===== src/rtl/incr_square_pipe.sv =====
`default_nettype none
// ============================================================================
//  Module      : incr_square_pipe
//  Description : Pipelined (y + INCR)^2 with valid/ready flow control,
//                overflow flag and optional saturation.
//  Revision    : 1.0 - initial pipelined release
// ============================================================================
module incr_square_pipe #(
    parameter int          WIDTH    = 32,
    parameter logic [63:0] INCR     = 64'd1,
    parameter int          LATENCY  = 3,
    parameter int          SATURATE = 0
) (
    input  logic             clk,
    input  logic             rst_n,
    input  logic             in_valid,
    output logic             in_ready,
    input  logic [WIDTH-1:0] y,
    output logic             out_valid,
    input  logic             out_ready,
    output logic [WIDTH-1:0] out,
    output logic             overflow,
    output logic             busy
);

    localparam int           c_prod_w = 2 * WIDTH + 2;
    localparam logic [WIDTH:0] c_incr = {1'b0, INCR[WIDTH-1:0]};

    logic                 r_live;
    logic [LATENCY-1:0]   r_vld;
    logic [LATENCY-1:0]   w_rdy;
    logic                 w_in_fire;
    logic [WIDTH:0]       w_sum;
    logic [WIDTH:0]       w_sq_src;
    logic                 w_out_load;
    logic [c_prod_w-1:0]  w_prod;
    logic                 w_ovf;
    logic [WIDTH-1:0]     w_res;
    logic [WIDTH-1:0]     r_out;
    logic                 r_ovf;

    // Stall chain: a stage can load when it is empty or its contents move on.
    assign w_rdy[LATENCY-1] = !r_vld[LATENCY-1] || out_ready;

    for (genvar k = 0; k < LATENCY - 1; k++) begin : g_rdy
        assign w_rdy[k] = !r_vld[k] || w_rdy[k+1];
    end

    // r_live holds in_ready low until the first edge after reset release.
    assign in_ready  = r_live && w_rdy[0];
    assign w_in_fire = in_valid && in_ready;

    // Sum is kept one bit wider so y + INCR never wraps.
    assign w_sum = {1'b0, y} + c_incr;

    // Squaring happens between the last sum stage and the output register.
    assign w_prod = {{(WIDTH+1){1'b0}}, w_sq_src} * {{(WIDTH+1){1'b0}}, w_sq_src};
    assign w_ovf  = |w_prod[c_prod_w-1:WIDTH];
    assign w_res  = ((SATURATE != 0) && w_ovf) ? {WIDTH{1'b1}} : w_prod[WIDTH-1:0];

    if (LATENCY == 1) begin : g_lat1
        assign w_sq_src   = w_sum;
        assign w_out_load = w_in_fire;
    end else begin : g_latn
        logic [WIDTH:0] r_sum [LATENCY-1];

        // Sum shift stages; data only moves alongside a valid token.
        always_ff @(posedge clk) begin
            if (w_in_fire) begin
                r_sum[0] <= w_sum;
            end
            for (int k = 1; k < LATENCY - 1; k++) begin
                if (w_rdy[k] && r_vld[k-1]) begin
                    r_sum[k] <= r_sum[k-1];
                end
            end
        end

        assign w_sq_src   = r_sum[LATENCY-2];
        assign w_out_load = w_rdy[LATENCY-1] && r_vld[LATENCY-2];
    end

    // Becomes 1 on the first edge after reset release and stays there.
    always_ff @(posedge clk or negedge rst_n) begin
        if (!rst_n) begin
            r_live <= 1'b0;
        end else begin
            r_live <= 1'b1;
        end
    end

    // Stage valid bits; empty stages take from behind so bubbles collapse.
    always_ff @(posedge clk or negedge rst_n) begin
        if (!rst_n) begin
            r_vld <= '0;
        end else begin
            if (w_rdy[0]) begin
                r_vld[0] <= w_in_fire;
            end
            for (int k = 1; k < LATENCY; k++) begin
                if (w_rdy[k]) begin
                    r_vld[k] <= r_vld[k-1];
                end
            end
        end
    end

    // Output register; only loads when the last stage can take new data.
    always_ff @(posedge clk or negedge rst_n) begin
        if (!rst_n) begin
            r_out <= '0;
            r_ovf <= 1'b0;
        end else if (w_out_load) begin
            r_out <= w_res;
            r_ovf <= w_ovf;
        end
    end

    assign out_valid = r_vld[LATENCY-1];
    assign out       = r_out;
    assign overflow  = r_ovf;
    assign busy      = |r_vld;

endmodule
`default_nettype wire


===== config.mk =====
export PLATFORM = sky130hd
export DESIGN_NAME = incr_square_pipe
export DESIGN_NICKNAME = d
export VERILOG_FILES = /design/src/rtl/incr_square_pipe.sv
export SDC_FILE = /design/constraint.sdc
export NUM_CORES = 2
export LEC_CHECK = 0
export ABC_AREA = 1
export BUFFER_PORTS_ARGS = -buffer_cell sky130_fd_sc_hd__buf_2
export CAP_MARGIN = 25
export CORE_MARGIN = 8
export CORE_UTILIZATION = 30
export CTS_CLUSTER_SIZE = 25
export DETAILED_ROUTE_END_ITERATION = 7
export PLACE_DENSITY_LB_ADDON = 0.05
export SYNTH_ARGS = -nofsm -noshare
export SYNTH_HDL_FRONTEND = slang
export SYNTH_SLANG_ARGS = --single-unit

===== constraint.sdc =====
create_clock -name clk -period 7.39 [get_ports clk]
set_clock_uncertainty 0.1 [all_clocks]
set_input_delay 0.3695 -clock clk [delete_from_list [all_inputs] [get_ports clk]]
set_output_delay 0.3695 -clock clk [all_outputs]
set_load 0.01 [all_outputs]

-- After elaboration in Yosys (flattened, before gate mapping)
Memories as Yosys holds them, arrays and structs flattened.
Index checks and enable logic that the tools add are counted.
- flip-flop bits (word level): 37
- bits in writable memories: 66
- input bits: 36
- output and inout port bits: 36
- logic and storage cells: 25
- memories: 1
- add/sub/neg operators: 1
- $mul: 1
- mux-type cells: 4
- reductions and logical operators: 12
- memory list (memory ; depth ; width ; rd ports ; clocked after Yosys merged registers in ; write ports ; RTL line ; RTL):
    g_latn.r_sum ; 2 ; 33 ; 2 ; 0 ; 2 ; 65 ; logic [WIDTH:0] r_sum [LATENCY-1];
- operators by type and width (kind ; count):
    $mul A33 B33 Y66 ; 1
    $reduce_or A34 Y1 ; 1
    $add A32 B1 Y33 const B ; 1
    $logic_and A1 B1 Y1 ; 4
    $mux W1 ; 4
    $logic_not A1 Y1 ; 3
    $logic_or A1 B1 Y1 ; 3
    $reduce_or A3 Y1 ; 1

-- Logic depth before layout (Yosys ltp)
- word-level depth: 8
- mapped depth: 40

-- Worst setup path before layout
OpenSTA, ideal clock, no wires.
- path type: register -> register
- from: memory g_latn.r_sum[0][47] (netlist name)
- to: register r_ovf (netlist: overflow)
- data arrival time: 6.648 ns
- data required time: 7.173 ns
- setup slack: 0.525 ns
- cell stages (with the launch flop): 35
- clock period less this slack: 6.865 ns
- path through: edfxtp_1 clkbuf_1 clkbuf_1 nand2_1 fa_1 inv_1 fa_1 inv_1 fa_1 inv_1 fa_1 fa_1 fa_1 fa_1 inv_1 fa_1 inv_1 ha_1 nand2_1 nor2_1 inv_1 nor2_2 nand2_1 inv_1 nand2_1 nand3_1 nand2_1 nor2_1 nand2_1 nor2_1 nand2_1 nor2_1 nand2_1 nor2_1 nor2_1
- RTL lines (what ; RTL line ; RTL):
    from (decl) ; 65 ;
    to (signal assigned) ; 115 ; r_ovf <= w_ovf;
    to (decl) ; 40 ; logic r_ovf;

==> impl_metrics.toml <==
[setup_path]
critPathKind = "reg -> reg"
crit_path_top_delay_cell = "fa_1"
cp.arrival_ps = 7590
required_ps = 7570
cp_num_buf_inv = 7
cp-end-kind = "register"
cp_common_cell = "fa_1"
cp-start-kind = "register"
cp_max_fo = 6
critPathMaxStageDelay_ps = 540
cp_top_family = "adder cells"
reg2reg_from = "g_latn.r_sum[0][54]"
crit_start = "g_latn.r_sum[0][54]"

[yosys]
syn_nets = 5544
syn_area_sq_um = 36200
ys_seq_area_frac = 0.0797
syn_avg_cell_area_sq_um = 8.28
ys_warn_count = 0
synth_seq_cells = 102
postSynthCellCount = 4372
synth_cell_types = 32

[sta]
post-route-period-util = 1.00
finalMaxSlewViolations = 0
hold_violations = 0
final.setup.tns_ps = -22.5
setup_viol = 1
fin_crit_ps = 7410
tightest_slew_ps = 711
slew-limit-headroom = 0.522
max_freq_mhz = 135
rsz0062_at_grt = "true"
layout_setup_ws_ps = -22.5
whs_ps = 165

[final_layout]
finalNonFillerCells = 6342
n_antenna_cell = 0
drive_gt1_frac = 0.142
syn2layout_area_growth_pct = 18.5
fin_nets = 5897

[flow_run]
maxCapViolCount = 0

[clock_tree]
cts_tree = "built"
clock_latency_ps = 400
cts.sinks = 102
clock_path_buffers = 2
cts.clk_slew.worst_paths_ps = 90
htreeDepth = 3
tritoncts.num_buffers = 9
cts_root_buffer = "clkbuf_16"

[routing]
drt_iter0_drc = 1542
num_vias = 26800
totalWireLength_microns = 120000
wl_per_cell_microns = 19.0
antenna_left = 0
via_per_inst = 4.23
drt-pass1-iter-count = 6
drc_errors = 0

[outcome]
status = "finished with violations"
violations = "setup timing"

[global_routing]
antenna_found_initial = 10
overflow = 0
grt_usage = 0.187
grt_first_pass_wirelength_microns = 186000
grt_pass1_vias = 29800
grt_max_degree = 58

[placement]
hpwl_microns = 106000
gp_congestion = 0.857
dp_worst_setup_slack_ps = -326
portBuffers = 70
placedCellCount = 6293

[min_path]
min_path_type = "in -> reg"
min_from = "out_ready"

[floorplanning]
design.core.area_sq_um = 120000
start_util = 0.302
die_w_microns = 363
ios = 72
dieHeight_microns = 363
num_rows = 127
die-area_sq_um = 132000
## synthesized netlist by cell type (all sizes together)
cell type | count | share of area
nor3b | 1 | 0.00035
clkbuf | 131 | 0.014
xnor2 | 44 | 0.011
a22o | 1 | 0.00024
and3 | 2 | 0.00035
buf | 1 | 0.00021
o211ai | 1 | 0.00021
a21oi | 61 | 0.0084
or2 | 1 | 0.00017
nand4 | 16 | 0.0028
nand3b | 6 | 0.0012
a21o | 2 | 0.00041
nand2 | 1164 | 0.12
inv | 1383 | 0.14
nor4 | 4 | 0.00086
and2 | 4 | 0.00069
conb | 2 | 0.00021
edfxtp | 66 | 0.055
nor2 | 150 | 0.016
o21bai | 6 | 0.0012
ha | 265 | 0.092
nand3 | 72 | 0.011
nor3 | 16 | 0.0029
fa | 871 | 0.48
xor2 | 26 | 0.0063
dfrtp | 36 | 0.025
o21ai | 40 | 0.0055
## cell usage in the layout (no fill, tap or decap), types with 3 or more instances in the layout
| cell type | count |
|---|---|
| nand2_1 | 1124 |
| ha_4 | 24 |
| edfxtp_1 | 66 |
| xor2_1 | 26 |
| and2_1 | 3 |
| inv_6 | 3 |
| nand2_2 | 36 |
| fa_2 | 20 |
| o21ai_0 | 40 |
| nand3_2 | 8 |
| inv_2 | 12 |
| inv_1 | 1370 |
| nor4_1 | 3 |
| xnor2_1 | 43 |
| ha_1 | 236 |
| fa_1 | 851 |
| buf_12 | 45 |
| nand2_4 | 4 |
| o21bai_1 | 5 |
| ha_2 | 5 |
| nand4_1 | 16 |
| nor2_1 | 104 |
| buf_6 | 8 |
| buf_2 | 70 |
| a21oi_1 | 45 |
| a21oi_2 | 15 |
| nor2_2 | 32 |
| nor3_2 | 6 |
| clkbuf_16 | 13 |
| nand3b_1 | 6 |
| nand3_1 | 64 |
| dfrtp_1 | 36 |
| nor3_1 | 9 |
| nor2_4 | 14 |
| buf_4 | 343 |
## what timing repair did
item	4_1_cts	5_1_grt
setup endpoints to repair	3	10
hold buffers	0	1
buffers inserted	3	24
resized for setup	45	167
gates cloned	1	3
pin swaps	3	75
hold endpoints to repair	0	17
## flip-flops by register name (all words and copies together) (netlist names)
name / flops
out: 31
r_vld: 3
r_live: 1
g_latn.r_sum: 66
overflow: 1
## kinds of logic (layout without fill, tap and decap cells)
logic type                 Yosys count  count (layout)  share of synthesized area
xor gates and xnor gates            70              70                     0.0169
other                                2               2                   0.000208
AOI/OAI and AO/OA                  111             111                     0.0161
adders and majority gates         1136            1136                      0.573
buffers and inverters             1515            1873                      0.157
and+or+nand+nor                   1436            1436                      0.156
DFF                                102             102                     0.0797
## area by class of cell
cell class | instances | area, sq um
flip-flops and latches | 102 | 2880
inverters | 1383 | 5190
well taps | 1612 | 2020
repair buffers | 474 | 4100
clock buffers | 9 | 225
clock inverters | 7 | 53.8
fillers | 12800 | 76900
multi-input cells | 2755 | 28400
## worst register-to-register path: cells and delay by family (launching register included)
kind / cells / cell delay (ps)
adders and majority gates: 9 / 4440
buffers and inverters: 7 / 850
and+or+nand+nor: 15 / 1490
DFF: 1 / 420
## metal layers
| metal | share of wire | track usage | vias up |
|---|---|---|---|
| li1 | - | - | 13000 |
| met1 | 0.52 | 0.291 | 13400 |
| met2 | 0.44 | 0.290 | 387 |
| met3 | 0.032 | 0.0168 | 40 |
| met4 | 0.0076 | 0.0175 | 2 |
| met5 | 0.00011 | 0 | - |
## final timing paths
check,end,slack [ps],cells after the start
min in group asynchronous,out[3],370,2
max in group asynchronous,out[15],6320,3
setup / recovery,overflow,-20,31
hold / removal,r_vld[2],160,4
hold reg to reg,g_latn.r_sum[0][34],320,0
setup reg to reg,overflow,-20,31
## through the flow
stage	utilization	area, sq um
after global routing	0.358	42900
final	0.358	42900
after global placement	0.345	41300
after CTS	0.350	41900
after detailed placement	0.345	41300
after floorplan	-	36200
Power is not shown: default switching activity piles up to over one toggle a cycle in this logic, so the estimate is an artifact.
